[src/rtl/alu_muldiv.sv]
// alu_muldiv: iterative RV32M multiply/divide execute unit.
// Multiplies by one-bit-per-cycle shift-add and divides by one-bit-per-cycle
// restoring division on operand magnitudes. Signs are applied in a final FIX
// cycle. Divide by zero and signed overflow bypass the iteration.
//
// Ports:
//   clk     rising-edge clock
//   rst     asynchronous active-high reset
//   start   request, accepted only in IDLE or DONE
//   funct3  RV32M operation select (MUL..REMU)
//   op_a    rs1 (multiplicand / dividend)
//   op_b    rs2 (multiplier / divisor)
//   busy    operation in flight (ITER, FIX)
//   done    one-cycle pulse, result valid
//   result  registered result, held until the next op completes
//
// state | meaning
// IDLE  | waiting for start
// ITER  | one multiplier bit / quotient bit per cycle
// FIX   | apply signs, select word, write result
// DONE  | done pulse; start here chains the next op
module alu_muldiv #(
    parameter int XLEN = 32
) (
    input  logic            clk,
    input  logic            rst,
    input  logic            start,
    input  logic [2:0]      funct3,
    input  logic [XLEN-1:0] op_a,
    input  logic [XLEN-1:0] op_b,
    output logic            busy,
    output logic            done,
    output logic [XLEN-1:0] result
);

    localparam int CW = $clog2(XLEN + 1);

    typedef enum logic [1:0] {IDLE, ITER, FIX, DONE} state_t;

    state_t          state, state_nxt;
    logic [CW-1:0]   count;
    logic [2:0]      f3_q;
    // Multiply: {acc_hi[XLEN-1:0], acc_lo} is the running product, with the
    // multiplier shifting out of acc_lo. Divide: acc_hi is the partial
    // remainder and acc_lo shifts the dividend out and the quotient in.
    logic [XLEN:0]   acc_hi;
    logic [XLEN-1:0] acc_lo;
    logic [XLEN-1:0] opnd;
    logic            neg_main;
    logic            neg_rem;

    logic            accept;
    logic            is_div, a_sgn, b_sgn, a_neg, b_neg;
    logic [XLEN-1:0] a_mag, b_mag;
    logic            div_zero, div_ovf, special;

    logic [XLEN:0]     mul_sum;
    logic [XLEN:0]     div_shift, div_diff;
    logic              div_ge;
    logic [2*XLEN-1:0] prod, prod_s;
    logic [XLEN-1:0]   quo, rem, fix_res;

    // Decode and special-case detection on the live inputs.
    always_comb begin
        accept   = start && (state == IDLE || state == DONE);
        is_div   = funct3[2];
        a_sgn    = !(funct3 == 3'b011 || funct3 == 3'b101 || funct3 == 3'b111);
        b_sgn    = a_sgn && (funct3 != 3'b010);
        a_neg    = a_sgn && op_a[XLEN-1];
        b_neg    = b_sgn && op_b[XLEN-1];
        a_mag    = a_neg ? -op_a : op_a;
        b_mag    = b_neg ? -op_b : op_b;
        div_zero = is_div && (op_b == '0);
        div_ovf  = is_div && !funct3[0]
                   && (op_a == {1'b1, {(XLEN-1){1'b0}}}) && (&op_b);
        special  = div_zero || div_ovf;
    end

    // One iteration step and the final fix-up.
    always_comb begin
        mul_sum   = acc_hi + {1'b0, (acc_lo[0] ? opnd : {XLEN{1'b0}})};
        div_shift = {acc_hi[XLEN-1:0], acc_lo[XLEN-1]};
        div_diff  = div_shift - {1'b0, opnd};
        div_ge    = !div_diff[XLEN];

        prod      = {acc_hi[XLEN-1:0], acc_lo};
        prod_s    = neg_main ? -prod : prod;
        quo       = neg_main ? -acc_lo : acc_lo;
        rem       = neg_rem ? -acc_hi[XLEN-1:0] : acc_hi[XLEN-1:0];
        if (f3_q[2])
            fix_res = f3_q[1] ? rem : quo;
        else if (f3_q[1:0] == 2'b00)
            fix_res = prod_s[XLEN-1:0];
        else
            fix_res = prod_s[2*XLEN-1:XLEN];
    end

    always_ff @(posedge clk or posedge rst) begin
        if (rst)
            state <= IDLE;
        else
            state <= state_nxt;
    end

    always_comb begin
        state_nxt = state;
        case (state)
            IDLE:    if (start) state_nxt = special ? FIX : ITER;
            ITER:    if (count == CW'(1)) state_nxt = FIX;
            FIX:     state_nxt = DONE;
            DONE:    state_nxt = start ? (special ? FIX : ITER) : IDLE;
            default: state_nxt = IDLE;
        endcase
    end

    always_comb begin
        busy = (state == ITER) || (state == FIX);
        done = (state == DONE);
    end

    always_ff @(posedge clk or posedge rst) begin
        if (rst) begin
            count    <= '0;
            f3_q     <= '0;
            acc_hi   <= '0;
            acc_lo   <= '0;
            opnd     <= '0;
            neg_main <= 1'b0;
            neg_rem  <= 1'b0;
            result   <= '0;
        end else if (accept) begin
            f3_q     <= funct3;
            count    <= CW'(XLEN);
            acc_hi   <= '0;
            opnd     <= b_mag;
            neg_main <= a_neg ^ b_neg;
            neg_rem  <= 1'b0;
            if (div_zero) begin
                // Quotient all ones, remainder is the raw dividend.
                acc_hi   <= {1'b0, op_a};
                acc_lo   <= '1;
                neg_main <= 1'b0;
            end else if (div_ovf) begin
                acc_lo   <= op_a;
                neg_main <= 1'b0;
            end else if (is_div) begin
                acc_lo  <= a_mag;
                neg_rem <= a_neg;
            end else begin
                acc_lo <= b_mag;
                opnd   <= a_mag;
            end
        end else if (state == ITER) begin
            count <= count - 1'b1;
            if (f3_q[2]) begin
                acc_hi <= div_ge ? div_diff : div_shift;
                acc_lo <= {acc_lo[XLEN-2:0], div_ge};
            end else begin
                acc_hi <= {1'b0, mul_sum[XLEN:1]};
                acc_lo <= {mul_sum[0], acc_lo[XLEN-1:1]};
            end
        end else if (state == FIX) begin
            result <= fix_res;
        end
    end

endmodule

[config.mk]
export PLATFORM = sky130hd
export DESIGN_NAME = alu_muldiv
export DESIGN_NICKNAME = d
export VERILOG_FILES = /design/src/rtl/alu_muldiv.sv
export SDC_FILE = /design/constraint.sdc
export NUM_CORES = 1
export LEC_CHECK = 0
export BUFFER_PORTS_ARGS = -buffer_cell sky130_fd_sc_hd__buf_2
export CAP_MARGIN = 20
export CELL_PAD_IN_SITES_DETAIL_PLACEMENT = 1
export CELL_PAD_IN_SITES_GLOBAL_PLACEMENT = 1
export CORE_AREA = 10 10 140 271
export CTS_BUF_LIST = sky130_fd_sc_hd__clkbuf_2
export DETAILED_ROUTE_END_ITERATION = 8
export DIE_AREA = 0 0 150 281
export GPL_TIMING_DRIVEN = 1
export PLACE_DENSITY_LB_ADDON = 0.1
export SLEW_MARGIN = 15
export SYNTH_ARGS = -nofsm -noshare
export SYNTH_HDL_FRONTEND = slang
export SYNTH_SLANG_ARGS = --single-unit
[constraint.sdc]
create_clock -name clk -period 6.3 [get_ports clk]
set_clock_uncertainty 0.1 [all_clocks]
set_input_delay 1.26 -clock clk [delete_from_list [all_inputs] [get_ports clk]]
set_output_delay 1.26 -clock clk [all_outputs]
set_load 0.005 [all_outputs]
==> Word-level counts from Yosys, hierarchy flattened <==
Index checks and enable logic that the tools add are counted.
{ "totals": {"register_bits": 142, "out_inout_bits": 34, "word_cells": 89} }
{ "op_classes": {"add_sub_neg": 8, "eq_ne": 11, "muxes": 35, "bitwise": 3, "n_reduce_logical": 23} }
{ "op_table": {"columns": ["op", "n"], "rows": [
  ["$mux W32", 18],
  ["$mux W33", 4],
  ["$neg A32 Y32", 4],
  ["$mux W64", 1],
  ["$neg A64 Y64", 1],
  ["$add A33 B32 Y33", 1],
  ["$sub A33 B32 Y33", 1],
  ["$eq A32 B32 Y1 const B", 1],
  ["$logic_not A32 Y1", 1],
  ["$reduce_and A32 Y1", 1],
  ["$mux W6", 2],
  ["$logic_and A1 B1 Y1", 8],
  ["$mux W2", 4],
  ["$pmux W2 S4", 1],
  ["$eq A3 B3 Y1 const B", 2],
  ["$eq A6 B1 Y1 const B", 1],
  ["$sub A6 B1 Y6 const B", 1],
  ["$logic_or A1 B1 Y1", 5],
  ["$mux W1", 5],
  ["$eq A2 B2 Y1 const B", 2],
  ["$logic_not A2 Y1", 2],
  ["$ne A2 B2 Y1 const B", 2],
  ["$eq A3 B2 Y1 const B", 1],
  ["$logic_not A1 Y1", 3],
  ["other kinds (7)", 8]
]} }

==> Logic depth before layout (Yosys ltp) <==
{ "logic_depth": {"ltp_word": 11, "ltp_mapped": 21, "ltp_nobuf": 19} }

==> Worst setup path before layout <==
No wires, ideal clock.
{ "synth_timing": {"kind": "reg2reg", "start": "register acc_lo[31]", "end": "register acc_hi[23]", "setup_ps": 123, "arrival_time_ps": 4049, "setup_slack_ps": 2029, "path_stages_with_launch": 20, "n_path_buf": 3, "path_cell_list": "dfrtp_1 inv_1 ha_1 fa_1 nor2b_1 o31a_1 o21ai_0 a21o_1 a22oi_1 a21oi_1 o31ai_1 a21o_1 a21o_1 ha_1 clkbuf_1 buf_1 clkbuf_1 mux2i_1 a2bb2oi_1 nand2_1"} }
{ "synth_via": {"elab_chain_cells": 5} }
{ "synth_lines": {"columns": ["item", "line_no", "rtl"], "rows": [
  ["from (decl)", "47", "logic [XLEN-1:0] acc_lo;"],
  ["from (signal assigned)", "144", "acc_lo <= op_a;"],
  ["from (signal assigned)", "147", "acc_lo <= a_mag;"],
  ["from (signal assigned)", "150", "acc_lo <= b_mag;"],
  ["$sub A33 B32 Y33", "83", "div_diff = div_shift - {1'b0, opnd};"],
  ["$mux W33", "156", "acc_hi <= div_ge ? div_diff : div_shift;"],
  ["$mux W33", "155", "if (f3_q[2]) begin"],
  ["$mux W33", "153", "end else if (state == ITER) begin"],
  ["$mux W33", "131", "end else if (accept) begin"],
  ["to (signal assigned)", "140", "acc_hi <= {1'b0, op_a};"],
  ["to (signal assigned)", "156", null],
  ["to (signal assigned)", "159", "acc_hi <= {1'b0, mul_sum[XLEN:1]};"],
  ["to (decl)", "46", "logic [XLEN:0] acc_hi;"]
]} }
No other way between the ends. The select of a mux whose other input is x is not followed.
A chain may end at the register's enable or synchronous reset.

==> Worst setup path after layout <==
{ "layout_timing": {"start": "register acc_lo[31]", "end": "register acc_hi[25]"} }
The elaborated chain is that of the path after synthesis.

==> impl_metrics.py <==
metrics = {
    "global_route": {
        "grt_max_degree": 110,
        "grt_usage_pct": 34.0,
        "grt_pass1_vias": 17000,
        "grt_first_pass_wirelength_mm": 107,
        "overflow": 0,
        "antenna_found_initial": 1,
    },
    "yosys": {
        "synthAdderAreaFrac_pct": 6.71,
        "yosysWarnings": 0,
        "synth_top_family_by_area": "compound AO/OA/AOI/OAI gates",
        "yosys.area_share.simple_pct": 19.4,
        "yosysTopAreaCell": "dfrtp_1",
        "synth-xor-area-share_pct": 12.0,
        "muxShareOfSynthArea_pct": 4.45,
        "synth_cell_types": 81,
        "syn_avg_cell_area_um2": 7.49,
        "syn-cell-area_um2": 14900,
        "syn_nets": 2145,
        "async_flop_share_pct": 100,
        "seq_area_frac_synth_pct": 23.8,
        "synth.area.top_cells": "dfrtp_1 (24%), a21oi_1 (6.8%), ha_1 (6.4%)",
        "synth_cells": 1996,
        "ys_seq_elements": 142,
        "yosysMostFrequentCell": "a21oi_1",
        "synth_compound_area_share_pct": 28.3,
        "synth_flop_cell": "dfrtp_1",
        "synth_top_cell_area_share_pct": 23.8,
        "synth_edf_count": 0,
        "synthTopCellsByCount": "a21oi_1 (203), nand2_1 (190), nor2_1 (190), o21ai_0 (177), dfrtp_1 (142)",
    },
    "cells_and_area": {
        "fill_cells": 4338,
        "fin_util_pct": 47.6,
        "area_growth_pct": 6.80,
        "design_area_um2": 16000,
        "nets": 2154,
        "fin_cells": 2455,
        "drive_above_1_share_pct": 11.1,
    },
    "timing": {
        "hold_ws_ps": 386,
        "min_period_ps": 5200,
        "worst_slew_pin_slew_ps": 969,
        "relSlewSlack_pct": 35.2,
        "maxSlewViolCount": 0,
        "fin_crit_sh_pct": 82.6,
        "rsz0062_at_grt": "no",
        "hold_viol": 0,
        "fin_setup_tns_ps": 0,
        "fmax_mhz": 192,
        "fin_ws_ps": 1100,
        "finalSetupViolCount": 0,
    },
    "route": {
        "num_vias": 16000,
        "top_layer": "met4",
        "viasPerCell": 6.52,
        "postRouteAntennaNets": 0,
        "wl_met2_mm": 38.8,
        "routedLengthMet1_mm": 23.7,
        "drc": 0,
        "first_iter_violations": 1137,
        "wire_per_inst_um": 29.4,
        "dr.pass1.iters": 5,
        "dr_wl_met3_mm": 2.98,
        "drt-total-wl_mm": 72.3,
    },
    "power": {
        "power_frac_clock_pct": 6.3,
        "intPower_mw": 4.25,
        "switching_share_pct": 58.6,
        "power.density_nw_per_um2": 643,
        "p_total_mw": 10.3,
        "leakage_nw": 6.70,
        "vdd_ir_drop_max_v": 0.000477,
        "pwr-share-seq_pct": 19.9,
        "switching_power_mw": 6.01,
        "combPwrFrac_pct": 73.8,
    },
    "clock_tree": {
        "clock_latency_ps": 890,
        "clk_pin_slew_ps": 300,
        "cts.root.buffer_cell": "clkbuf_2",
        "h-tree-depth": 4,
        "cts.sinks": 142,
        "cts.repair.resized": 0,
        "cts_buffers": 17,
        "post_cts_buffers": 0,
        "postCtsHoldBufs": 0,
        "clockBufferDepth": 2,
        "cts_tree": "built",
    },
    "run_status": {
        "status": "complete, no violations",
    },
    "hold_path": {
        "hold_class": "input pin to async pin",
    },
    "floorplanning": {
        "initial_core_util_pct": 44.6,
        "num_rows": 95,
        "die_h_um": 281,
        "die-area_um2": 42200,
        "coreArea_um2": 33500,
        "io_pins": 104,
        "die_width_um": 150,
    },
    "placed_design": {
        "gp_congestion": 1.04,
        "numPortBuffers": 103,
        "placedInstanceArea_um2": 15700,
        "dp_hpwl_mm": 56.4,
        "dp.cells": 2422,
        "place_ws_ps": 1280,
    },
    "flow_run": {
        "drv_cap": 0,
    },
    "critical_path": {
        "worst-r2r-cell-count": 20,
        "path_cells": "inv_1, ha_1, fa_1, nor2b_1, o31a_1, o21ai_0, a21o_1, a22oi_1, a21oi_1, o31ai_1, a21o_1, a21o_1, ha_1, buf_4, nor2b_1, and3_1, a21oi_1, o32ai_1, a21oi_1, o221ai_1",
        "crit_fanout": 35,
        "required_ps": 6970,
        "arrival_ps": 5870,
        "endpoint_kind": "register",
        "max_stage_delay_ps": 500,
        "slowest_stage": "o31ai_1",
        "critPathLaunchType": "register",
        "crit_type": "register to register",
    },
}
-- sequential cells by signal, summed over array words and instances, names as in the netlist --
signal,cells
result,32
acc_lo,32
state,2
f3_q,3
count,6
neg_rem,1
neg_main,1
acc_hi,33
opnd,32
-- worst paths after layout --
path                                  from         end  slack, ps
worst max-delay path            acc_lo[31]  acc_hi[25]       1100
worst min-delay path                   rst    count[4]        390
worst max register to register  acc_lo[31]  acc_hi[25]       1100
worst min register to register     opnd[4]     opnd[4]        420
max in group asynchronous              rst   acc_hi[3]       4370
min in group clk                   opnd[4]     opnd[4]        420
-- power groups by stage --
stage	Clock [mW]	Combinational (mW)	Sequential, mW
2_1_floorplan	0	5.20	1.67
5_1_grt	0.683	8.17	2.08
3_3_place_gp	0	7.25	2.02
4_1_cts	0.653	7.45	2.02
6_report	0.649	7.57	2.04
3_5_place_dp	0	7.42	2.04
-- layout by cell type (no fill, tap or decap), types with 7 or more instances in the layout --
| master | instances |
|---|---|
| a211oi_1 | 27 |
| a21o_1 | 37 |
| a21oi_1 | 203 |
| a21oi_2 | 7 |
| a221oi_1 | 9 |
| a22oi_1 | 11 |
| a31oi_1 | 23 |
| and2_1 | 7 |
| and3_1 | 21 |
| buf_2 | 103 |
| buf_4 | 24 |
| clkbuf_2 | 17 |
| dfrtp_1 | 140 |
| ha_1 | 76 |
| inv_1 | 70 |
| mux2_2 | 11 |
| mux2i_1 | 54 |
| nand2_1 | 190 |
| nand2b_1 | 13 |
| nand3_1 | 43 |
| nand4_1 | 17 |
| nor2_1 | 190 |
| nor2b_1 | 10 |
| nor3_1 | 32 |
| nor4_1 | 18 |
| o211ai_1 | 39 |
| o21a_1 | 15 |
| o21ai_0 | 177 |
| o21ai_1 | 11 |
| o21bai_1 | 11 |
| o221ai_1 | 7 |
| o22ai_1 | 16 |
| o31ai_1 | 32 |
| o41ai_1 | 14 |
| or2_2 | 8 |
| or3_1 | 17 |
| or4_1 | 17 |
| xnor2_1 | 106 |
| xor2_1 | 98 |
-- critical path, delay by kind of cell (launching register included) --
| family | cells | cell delay (ps) |
|---|---|---|
| AND/OR/NAND/NOR | 3 | 720 |
| flip-flops | 1 | 480 |
| buffers and inverters | 2 | 550 |
| AO/OA/AOI/OAI | 12 | 2420 |
| adder cells (fa/ha/maj) | 3 | 790 |
-- metal layers --
layer | vias up | GRT usage (%)
li1 | 7198 | -
met1 | 7938 | 32.1
met2 | 606 | 62.7
met3 | 268 | 4.83
met4 | 0 | 28.3
met5 | - | 0
-- final cells by class --
class                           count  area (um^2)  area share [%]
Antenna cell                        1         2.50          0.0157
Timing Repair Buffer              128          716            4.48
Sequential cell                   142         3560            22.3
Tap cell                          436          546            3.42
Clock buffer                       17         85.1           0.533
Multi-Input combinational cell   1643        10600            66.4
Clock inverter                     15          176            1.11
Inverter                           73          279            1.75
-- logic make-up after synthesis --
group,count (synthesis)
AO/OA/AOI/OAI,683
AND/OR/NAND/NOR,612
buffers and inverters,211
XOR/XNOR,204
flip-flops,142
adder cells (fa/ha/maj),79
multiplexers,65
Power figures use the tool's default switching activity.
